==> config.mk <==
export PLATFORM = sky130hd
export DESIGN_NAME = instreg_hs
export DESIGN_NICKNAME = d
export VERILOG_FILES = /design/src/rtl/instreg_hs.sv
export SDC_FILE = /design/constraint.sdc
export NUM_CORES = 1
export LEC_CHECK = 0
export CAP_MARGIN = 20
export CORE_AREA = 2 2 60 91
export DETAILED_ROUTE_END_ITERATION = 7
export DIE_AREA = 0 0 62 93
export SETUP_SLACK_MARGIN = 0.4
export SLEW_MARGIN = 20
export SYNTH_ARGS = -nofsm -noshare
export SYNTH_HDL_FRONTEND = slang
export SYNTH_SLANG_ARGS = --single-unit
==> constraint.sdc <==
create_clock -name clk -period 2.15 [get_ports clk]
set_input_delay 0.43 -clock clk [delete_from_list [all_inputs] [get_ports clk]]
set_output_delay 0.43 -clock clk [all_outputs]
set_load 0.02 [all_outputs]
==> src/rtl/instreg_hs.sv <==
// Handshaked instruction register: splits fetched words into opcode/operand, supports two-word immediates,
// counts consumed instructions. Optional INSTREG_ILLEGAL_TRAP_EN adds an illegal-opcode trap output.
module instreg_hs #(
  parameter int OP_W    = 3,
  parameter int ARG_W   = 8,
  parameter int COUNT_W = 16,
  parameter logic [(2**OP_W)-1:0] LEGAL_MASK = '1,
  localparam int INST_W = OP_W + ARG_W
) (
  input  logic               clk,
  input  logic               rst,
  input  logic               flush,
  input  logic [INST_W-1:0]  inst,
  input  logic               in_valid,
  output logic               in_ready,
  output logic [OP_W-1:0]    alu_sel,
  output logic [ARG_W-1:0]   a,
  output logic [INST_W-1:0]  imm,
  output logic               has_imm,
  output logic               out_valid,
  input  logic               out_ready,
  output logic [COUNT_W-1:0] inst_count
`ifdef INSTREG_ILLEGAL_TRAP_EN
  ,
  output logic               illegal
`endif
);

  typedef enum logic [1:0] {
    S_IDLE = 2'd0,
    S_EXT  = 2'd1,
    S_FULL = 2'd2
  } state_t;

  state_t            state_r;
  logic [OP_W-1:0]   op_s;
  logic [ARG_W-1:0]  arg_s;
  logic              legal_s;
  logic              accept_s;
  logic              load_first_s;
  logic              consume_s;
  logic              illegal_r;

  assign op_s  = inst[INST_W-1 -: OP_W];
  assign arg_s = inst[ARG_W-1:0];

  assign in_ready     = !rst && ((state_r != S_FULL) || out_ready);
  assign accept_s     = in_valid && in_ready && !flush;
  assign load_first_s = accept_s && (state_r != S_EXT);
  assign consume_s    = out_valid && out_ready;

`ifdef INSTREG_ILLEGAL_TRAP_EN
  assign legal_s = LEGAL_MASK[op_s];
  assign illegal = illegal_r;
`else
  // Mask is ignored in this build: every opcode is legal.
  assign legal_s = 1'b1 | LEGAL_MASK[op_s];
`endif

  // Decode FSM, latched fields and retired-instruction counter.
  always_ff @(posedge clk) begin
    if (rst) begin
      state_r    <= S_IDLE;
      out_valid  <= 1'b0;
      alu_sel    <= '0;
      a          <= '0;
      imm        <= '0;
      has_imm    <= 1'b0;
      illegal_r  <= 1'b0;
      inst_count <= '0;
    end else if (flush) begin
      // Data registers keep their values; only the handshake state is dropped.
      state_r   <= S_IDLE;
      out_valid <= 1'b0;
    end else begin
      if (consume_s && !illegal_r) begin
        inst_count <= inst_count + COUNT_W'(1);
      end
      case (state_r)
        S_IDLE, S_FULL: begin
          if (load_first_s) begin
            alu_sel   <= op_s;
            a         <= arg_s;
            illegal_r <= !legal_s;
            if (op_s[OP_W-1] && legal_s) begin
              has_imm   <= 1'b1;
              state_r   <= S_EXT;
              out_valid <= 1'b0;
            end else begin
              has_imm   <= 1'b0;
              imm       <= '0;
              state_r   <= S_FULL;
              out_valid <= 1'b1;
            end
          end else if ((state_r == S_FULL) && out_ready) begin
            state_r   <= S_IDLE;
            out_valid <= 1'b0;
          end
        end
        S_EXT: begin
          if (accept_s) begin
            imm       <= inst;
            state_r   <= S_FULL;
            out_valid <= 1'b1;
          end
        end
        default: begin
          state_r   <= S_IDLE;
          out_valid <= 1'b0;
        end
      endcase
    end
  end

endmodule
==> metrics.md, run 1 <==
| Metric | Value |
|---|---|
| Status | completed |
| Worst Path Arrival | around 1.3 ns |
| Final Critical Period | roughly 1.7 ns |
| Power Density | between 500 and 600 mW/mm^2 |
| Clk slew on worst S/H paths | about 0.080 ns |
| Grt met1 use | 0.1589 |
| Fmax | slightly below 0.6 GHz |
| Via count | between 1500 and 2000 |
| Netlist cell types | 29 |
| Worst VDD drop | between 200 and 300 uV |
| Clk_lat worst skew | 0.29 ns |
| Worst slew margin | 0.7267 |
| Max incr delay on CP | 0.60 ns |
| Slew @ Worst Pin | 0.4095 ns |
| Clock tree from TritonCTS | done |
| Core Area | between 0.005 and 0.006 sq mm |
| I/O Pins | 57 |
| Period utilization | 0.7823 |
| Maximum clock path buffer count | 2 |
| WL/cell | ~13 um |
| CTS buffer count | 5 |
| Post-synthesis mux area share | 0.1239 |
| Gr ovfl total | 0 |
| # fillers | between 500 and 600 |
| Global route hottest layer | met2 |
| Fin Hold WS | 0.4590 ns |
| Post-synthesis simple-gate area fraction | 0.2596 |
| Max Slew Vio Count | 0 |
| Synth async-reset ratio | 0 |
| Leading register cell type out of synthesis | dfxtp_1 |
| CP max stage cell | clkdlybuf4s50_1 |
| M3 GR Usage | 0.04288 |
| Main combinational cell family by area after synthesis | simple AND/OR/NAND/NOR gates |
| CTS root buf | clkbuf_8 |
| Count of flip-flops with a built-in enable after synthesis | 0 |
| Top cells by area, synth | dfxtp_1 47%, mux2i_1 12%, nor2_1 5.8%, xnor2_1 4.6%, nand2b_1 4.4% |
| Post-synthesis sequential area ratio | 0.4720 |
| RSZ-0062 raised after global routing | false |
| Gr usage total | 0.1497 |
| Ys Warns | 0 |
| IO Port Bufs | between 50 and 60 |
| Die ar. | between 0.005 and 0.006 sq mm |
| GPL Wtd Cong | ~0.74 |
| Clk_skew | about 0.0056 ns |
| Hold-fix buffers, CTS | 0 |
| Crit path max-delay family | buffers and inverters |
| Final HPWL from detailed placement | between 2000 and 3000 um |
| XOR/XNOR share of the synthesized area | 0.05162 |
| #FFs+latches synth | 40 |
| Detailed Route WL | about 4100 um |
| Synth Instances | 186 |
| Initial antenna violation count | 0 |
| CTS H-Tree Depth | 2 |
| Synth area leader | dfxtp_1 |
| Crit-path cells | clkdlybuf4s50_1 |
| Synth-to-layout area growth | 48.67% |
| Rows | 32 |
| Adder and majority gate portion of the synthesized area | 0.007375 |
| # DRC | 0 |
| Die width | around 62 um |
| DRT iter0 DRCs | 36 |
| Met2 usage | 0.2656 |
| CP Max Fanout | 4 |
| CP startpoint kind | flip-flop |
| Setup violators final | 0 |
| Vias in the first global route | roughly 1500 |
| Hold Path Class | flip-flop to flip-flop |
| Hold Vio Cnt, Final | 0 |
| DRT antenna net count | 0 |
| Number of clock sinks | 40 |
| Worst setup EP type | output port |
| Finished Cell Area | 0.002522 sq mm |
| Synth Area in Compound Gates | 0.05310 |
| CP Data Required Time | ~1.7 ns |
| P_leak | 0.001037 uW |
| Synth Area per Inst | 9.122 sq um |
| Dpl cell area | 0.002397 sq mm |
| Layout cell share with drive strength beyond 1 | 0.1137 |
| Drt pass-1 iters | 4 |
| First-pass GRT wire length | between 6000 and 7000 um |
| Mapped Area | between 0.0015 and 0.002 sq mm |
| Post-synthesis net count | 203 |
| Vert. Die Dim | approximately 93 um |
| N_diodes | 0 |
| Buf+Inv Stages, Crit Path | 1 |
| Final nets | 271 |
| Kind of critical path | flip-flop to output port |
| Vias per cell | around 4.7 |
| Largest net degree at the start of global routing | 39 |
| Maximum capacitance violations | 0 |
| Synth top area share | 0.4720 |
| Initial core utilization | 0.3390 |
kinds of logic (layout without fill, tap and decap cells):
logic type,Yosys count,in the layout
multiplexers,21,21
flip-flops,40,40
adder cells (fa/ha/maj),1,1
buffers and inverters,13,82
XOR/XNOR,10,10
AND/OR/NAND/NOR,84,84
AO/OA/AOI/OAI,17,17
layout make-up:
cell class | count | area (sq um) | share of cell area
inverter | 6 | 22.52 | 0.008929
clock buffer | 8 | 90.09 | 0.03571
timing repair buffer | 68 | 659.4 | 0.2614
multi-input combinational | 133 | 860.8 | 0.3413
sequential | 40 | 804.5 | 0.3189
tap | 68 | 85.08 | 0.03373
flip-flops by register name (all words and copies together) (netlist names):
| name | cells |
|---|---|
| a | 8 |
| alu_sel | 3 |
| imm | 11 |
| inst_count | 16 |
| out_valid | 1 |
| state_r | 1 |
final timing paths:
| path | from | cells past startpoint | slack [ns] | end |
|---|---|---|---|---|
| worst max-delay path | inst_count[1] | 1 | 0.47 | inst_count[1] |
| worst min-delay path | imm[10] | 2 | 0.46 | imm[10] |
| worst min register to register | imm[10] | 2 | 0.46 | imm[10] |
| worst max register to register | inst_count[4] | 4 | 0.48 | inst_count[15] |
power by group:
group	leakage, uW	internal, uW	switching (uW)
clock	0.0000455	262	247
sequential	0.000325	750	5.23
combinational	0.000667	71.0	61.1
Yosys cell counts, drive strengths merged (5+ instances only):
| cell | instances |
|---|---|
| nand4 | 6 |
| a21oi | 8 |
| nor2 | 26 |
| inv | 6 |
| mux2i | 21 |
| o21ai | 6 |
| nand2b | 12 |
| xnor2 | 9 |
| nand2 | 15 |
| dfxtp | 40 |
| or3 | 5 |
metrics by stage:
stage	setup TNS (ns)	setup WS [ns]	utilization	cells	power, uW
floorplan	0	0.4154	-	186	831.1
global placement	-0.2175	-0.07728	0.4790	313	905.5
detailed placement	-0.3054	-0.09421	0.4790	313	905.7
CTS	0	0.3913	0.4985	323	1419
global route	0	0.4093	0.5040	323	1468
finish	0	0.4682	0.5040	323	1396
layout by cell type, fill, tap and decap left out, types with 6 or more instances in the layout:
cell type	count
buf_4	9
nand4_1	6
mux2i_1	21
dlygate4sd2_1	13
nor2_1	25
dfxtp_1	37
a21oi_1	8
inv_1	6
nand2_1	15
clkbuf_8	6
nand2b_1	12
clkdlybuf4s50_1	38
xnor2_1	9
layer usage:
layer	wire length, um	up-vias
met2	2024	51
met3	272	7
met4	61	0
met1	1717	706
met5	0	-
li1	-	769
timing repair:
item | in CTS | in global routing
endpoints found under the hold margin | 0 | 0
pin swaps | 2 | 4
setup buffers | 2 | 0
setup endpoints to repair | 27 | 23
gates resized for setup | 20 | 10
Note: power is estimated with default switching activity, not from simulation.
==> inputs of run 2 (changes only) <==
clock period = 1.4 ns   (was 2.15 ns; I/O delays follow)
==> run 2 against run 1 <==
- the run now ends with negative setup slack left
- first-iteration DRC count increased by 14%
- routed wire length increased by 17%
- largest power group unchanged
- cell count increased by 11%
- sequential cell count unchanged
- die area unchanged
==> metrics.md, run 2 (synthesized netlist as in run 1, its figures left out) <==
| Metric | Value |
|---|---|
| Slew @ Worst Pin | 0.3278 ns (-0.08164 ns) |
| Clk_lat worst skew | 0.29 ns (about the same) |
| Detailed Route WL | 4754 um (+17%) |
| Most common cell after layout, fill and taps aside | buf_6 |
| CP Max Fanout | 6 (+2) |
| Core Area | 0.005005 sq mm (unchanged) |
| Final HPWL from detailed placement | 3136 um (+6.6%) |
| Worst Setup Slack, final | -0.1592 ns (-0.6274 ns) |
| Clk slew on worst S/H paths | 0.08 ns (about the same) |
| Hold-fix buffers, CTS | 0 (unchanged) |
| Initial core utilization | 0.3390 (unchanged) |
| CP Data Required Time | 1.63 ns (-0.09 ns) |
| Clock tree from TritonCTS | done |
| Maximum clock path buffer count | 2 (unchanged) |
| Largest net degree at the start of global routing | 34 (-13%) |
| Total power draw | 2264 uW (+62%) |
| Max FFs per register | 16 (unchanged) |
| Hold Path Class | input port to flip-flop |
| Dpl cells | 338 (+8.0%) |
| Die width | 62 um (unchanged) |
| Status | finished, violations left |
| Min-Delay Path Depth | 3 (+1) |
| RSZ-0062 raised after global routing | true |
| Reg with most FFs | inst_count |
| Drt pass-1 iters | 3 (-1) |
| CTS buffer count | 5 (unchanged) |
| Buf+Inv Stages, Crit Path | 1 (unchanged) |
| Vias per cell | 4.777 (+0.64%) |
| Most frequent cells in the layout | 60 x buf_6, 30 x dfxtp_2, 26 x buf_4, 24 x nor2_1, 21 x mux2i_1 |
| Period utilization | 1.114 |
| I/O Pins | 57 (unchanged) |
| Worst setup EP type | flip-flop |
| Final Critical Period | 1.559 ns |
| Die ar. | 0.005766 sq mm (unchanged) |
| Final std cells w/o fill | 358 (+11%) |
| DRT antenna net count | 0 (unchanged) |
| Vias in the first global route | 1710 (+16%) |
| Top Registers | inst_count (16), imm (11), a (8) |
| Max Slew Vio Count | 0 (unchanged) |
| CTS root buf | clkbuf_8 |
| CP startpoint kind | flip-flop |
| Clk_skew | 0.008760 ns (+0.003124 ns) |
| Crit-path cells | buf_6 -> nand3b_4 -> or4_4 -> or3_4 -> a21oi_2 |
| WL/cell | 13.28 um (+5.2%) |
| P_leak | 0.001368 uW (+32%) |
| # DRC | 0 (unchanged) |
| Max incr delay on CP | 0.52 ns (-0.08 ns) |
| Setup violators final | 27 (+27) |
| Kind of critical path | flip-flop to flip-flop |
| Hold Vio Cnt, Final | 0 (unchanged) |
| # fillers | 440 (-12%) |
| First-pass GRT wire length | 7879 um (+20%) |
| DRT iter0 DRCs | 41 (+14%) |
| Final nets | 306 (+13%) |
| CTS H-Tree Depth | 2 (unchanged) |
| Crit path max-delay family | simple AND/OR/NAND/NOR gates |
| CP max stage cell | or4_4 |
| Via count | 1710 (+12%) |
| Power Density | 722.6 mW/mm^2 (+31%) |
| Layout cell share with drive strength beyond 1 | 0.5448 (+0.4311) |
| Gr usage total | 0.1790 (+0.02928) |
| Rows | 32 (unchanged) |
| Worst slew margin | 0.7814 (+0.05472) |
| Worst VDD drop | 618.4 uV (+130%) |
| Path length in cells of the critical path | 5 (+4) |
| Gr ovfl total | 0 (unchanged) |
| Fin Hold WS | 0.4303 ns (-0.02872 ns) |
| Number of clock sinks | 40 (unchanged) |
| Vert. Die Dim | 93 um (unchanged) |
| N_diodes | 0 (unchanged) |
| Worst Path Arrival | 1.79 ns (+0.54 ns) |
| Failing checks | negative setup slack |
| IO Port Bufs | 56 (unchanged) |
| Fmax | about 0.64 GHz |
| Path depth of the worst reg2reg path | 5 (+1) |
| Initial antenna violation count | 0 (unchanged) |
| Maximum capacitance violations | 0 (unchanged) |
| GPL Wtd Cong | 0.7828 (+6.1%) |
| Synth-to-layout area growth | 84.66% |
[run 2: worst min-delay path, stage by stage]
cell           delay [ns]
dlygate4sd2_1        0.23
buf_4                0.13
nor3_1               0.04
[run 2: metrics by stage]
step	worst slack, ns	setup TNS [ns]	util	cell area (sq um)
3_5_place_dp	-0.6006	-16.34	0.5298	2651
2_1_floorplan	-0.1135	-0.3403	-	1773
3_3_place_gp	-0.5816	-15.68	0.5298	2651
5_1_grt	-0.2162	-4.808	0.6260	3133
4_1_cts	-0.2235	-2.360	0.6048	3027
6_report	-0.1592	-2.060	0.6260	3133
[run 2: per-layer routing]
metal,up-vias,track usage,wire length (um)
met3,10,0.05118,232
met4,0,0.06028,110
li1,844,-,-
met2,46,0.2969,2509
met1,810,0.2135,1902
met5,-,0,0
[run 2: final timing paths]
kind              slack (ns)        endpoint       from
setup / recovery       -0.16  inst_count[11]  out_valid
hold / removal          0.43       out_valid      flush
setup reg to reg       -0.16  inst_count[11]  out_valid
hold reg to reg         0.47         imm[10]    imm[10]
[run 2: where the power goes]
group	total, uW	switching (uW)	internal [uW]
clock network	877	419	458
registers	1150	10.9	1140
logic	238	105	133
total	2260	535	1730
[run 2: cell type report]
class | instances | area [sq um] | area share
well taps | 68 | 85.08 | 0.02716
clock inverters | 1 | 5.005 | 0.001597
inverters | 6 | 22.52 | 0.007189
clock buffers | 7 | 97.59 | 0.03115
flip-flops and latches | 40 | 868.3 | 0.2772
repair buffers | 103 | 1042 | 0.3327
multi-input cells | 133 | 1012 | 0.3231
[run 2: repair_timing]
item	in CTS	in global routing
endpoints found under the setup margin	81	81
resized for setup	305	14
pin swaps	16	11
setup buffers	5	7
==> inputs of run 3 (changes only) <==
clock period = 1.67 ns   (was 1.4 ns; I/O delays follow)
==> run 3 against run 2 <==
- the flow now finishes without violations
- cell count is 3.1% lower
- sequential power fell by 17%
- fmax down 0.66%
- count of clock-buffer cells in the layout rose by 1
- global-route usage shrank 1.6 points
- first-iteration DRC count up 32%
- register-to-register slack improved by 0.26 ns
- die area unchanged
- critical path type unchanged
==> metrics.md, run 3 (synthesized netlist as in run 1, its figures left out) <==
| Metric | Value |
|---|---|
| Status | completed |
| Final Critical Period | 1.570 ns (+0.01039 ns) |
| Critical hold path startpoint | imm[10] |
| Hold Vio Cnt, Final | 0 (unchanged) |
| Final std cells w/o fill | 347 (-3.1%) |
| Die width | 62 um (unchanged) |
| Gr ovfl total | 0 (unchanged) |
| CTS buffer count | 5 (unchanged) |
| N_diodes | 0 (unchanged) |
| Largest net degree at the start of global routing | 21 (-38%) |
| FF-to-FF End | inst_count[11] |
| CTS H-Tree Depth | 2 (unchanged) |
| Clk slew on worst S/H paths | 0.08 ns (about the same) |
| Die ar. | 0.005766 sq mm (unchanged) |
| CP Max Fanout | 6 (unchanged) |
| Worst slew margin | 0.8375 (+0.05603) |
| P_leak | 0.001257 uW (-8.1%) |
| Worst Path Arrival | 1.80 ns (about the same) |
| Layout cell share with drive strength beyond 1 | 0.4337 (-0.1111) |
| Clk_lat worst skew | 0.29 ns (about the same) |
| Synth-to-layout area growth | 65.71% |
| Final nets | 295 (-3.6%) |
| WHS Endpoint | imm[10] |
| Top Registers | inst_count (16), imm (11), a (8) |
| Period utilization | 0.9399 (-0.1738) |
| # fillers | 470 (+6.8%) |
| Worst Setup Slack, final | 0.1004 ns (+0.2596 ns) |
| Pre-CTS worst setup slack | -0.3894 ns (+0.2113 ns) |
| Maximum capacitance violations | 0 (unchanged) |
| Initial antenna violation count | 0 (unchanged) |
| Max FFs per register | 16 (unchanged) |
| Vias per cell | 4.746 (-0.63%) |
| Worst VDD drop | 398.2 uV (-36%) |
| Worst R2R Start | out_valid |
| Fmax | 0.6371 GHz (-0.66%) |
| Kind of critical path | flip-flop to flip-flop |
| Worst setup EP type | flip-flop |
| Power Density | 691.3 mW/mm^2 (-4.3%) |
| Hold-fix buffers, CTS | 0 (unchanged) |
| Final HPWL from detailed placement | 2874 um (-8.4%) |
| WL/cell | 12.89 um (-2.9%) |
| GPL Wtd Cong | 0.8157 (+4.2%) |
| Area of the multi-input gates | 0.001005 sq mm (-0.74%) |
| Dpl cells | 320 (-5.3%) |
| Slew @ Worst Pin | 0.2420 ns (-0.08587 ns) |
| Total power draw | 1944 uW (-14%) |
| IO Port Bufs | 56 (unchanged) |
| DRT antenna net count | 0 (unchanged) |
| Via count | 1647 (-3.7%) |
| Reg with most FFs | inst_count |
| Clk_skew | 0.004017 ns (-0.004743 ns) |
| Vert. Die Dim | 93 um (unchanged) |
| Register Area | 843.3 sq um (-2.9%) |
| Most frequent cells in the layout | 32 x buf_2, 28 x dfxtp_1, 25 x buf_4, 23 x nor2_1, 20 x mux2i_1 |
| Hold Path Class | flip-flop to flip-flop |
| Vias in the first global route | 1526 (-11%) |
| Gr usage total | 0.1632 (-0.01575) |
| # DRC | 0 (unchanged) |
| Rows | 32 (unchanged) |
| Drt pass-1 iters | 4 (+1) |
| CTS root buf | clkbuf_8 |
| DRT iter0 DRCs | 54 (+32%) |
| Setup TNS | 0 ns (+2.060 ns) |
| R2R setup slack | 0.10 ns (+0.26 ns) |
| Setup violators final | 0 (-100%) |
| Maximum clock path buffer count | 2 (unchanged) |
| Initial core utilization | 0.3390 (unchanged) |
| CP startpoint kind | flip-flop |
| Most common cell after layout, fill and taps aside | buf_2 |
| Path depth of the worst reg2reg path | 5 (unchanged) |
| Detailed Route WL | 4474 um (-5.9%) |
| Number of clock sinks | 40 (unchanged) |
| CP Data Required Time | 1.90 ns (+0.27 ns) |
| Min-Delay Path Depth | 2 (-1) |
| I/O Pins | 57 (unchanged) |
| Core Area | 0.005005 sq mm (unchanged) |
| Max Slew Vio Count | 0 (unchanged) |
| RSZ-0062 raised after global routing | true |
| First-pass GRT wire length | 7058 um (-10%) |
| Clock tree from TritonCTS | done |
[run 3: power by group]
part | internal (uW) | total, uW | switching, uW | leakage [uW]
Combinational | 95.2 | 181 | 85.3 | 0.000862
Sequential | 948 | 954 | 6.88 | 0.000332
Clock | 467 | 809 | 341 | 0.0000627
Total | 1510 | 1940 | 433 | 0.00126
[run 3: routing by layer]
| layer | part of all wire | global-route usage | routed length, um |
|---|---|---|---|
| met2 | 0.53 | 0.2691 | 2373 |
| met4 | 0.017 | 0.07270 | 76 |
| met5 | 0 | 0 | 0 |
| met3 | 0.056 | 0.04841 | 250 |
| met1 | 0.40 | 0.1865 | 1774 |
[run 3: area by class of cell]
cell class,instances,area share
well taps,68,0.03026
repair buffers,92,0.2612
multi-input cells,133,0.3574
inverters,6,0.008011
clock buffers,8,0.04317
flip-flops and latches,40,0.3000
[run 3: worst max path at each step]
stage               slack [ns]           from  depth (start not counted)             end
global route              0.04      out_valid                          5  inst_count[11]
floorplan                 0.16  inst_count[0]                          4  inst_count[15]
global placement         -0.37      out_ready                          6  inst_count[15]
CTS                       0.02      out_valid                          5  inst_count[11]
finish                    0.10      out_valid                          5  inst_count[11]
detailed placement       -0.39      out_ready                          6  inst_count[11]
[run 3: timing repair]
item                       4_1_cts  5_1_grt
pin swaps                       12       18
resized for setup              159       47
gates cloned                     1        0
setup endpoints to repair       76       58
buffers inserted                 3       15
[run 3: critical path, stage by stage, from the launching register on]
cell and delay [ns]:
dfxtp_4 0.35, buf_6 0.09, nand3b_4 0.07, or4_4 0.52
or3_4 0.35, a21oi_2 0.13
[run 3: stage by stage]
stage,instance area [sq um],hold slack [ns],utilization
after global routing,2811,0.4679,0.5618
after CTS,2748,0.4660,0.5490
after floorplan,1773,0.4011,-
final,2811,0.4589,0.5618
after detailed placement,2516,0.4566,0.5028
after global placement,2516,0.4484,0.5028
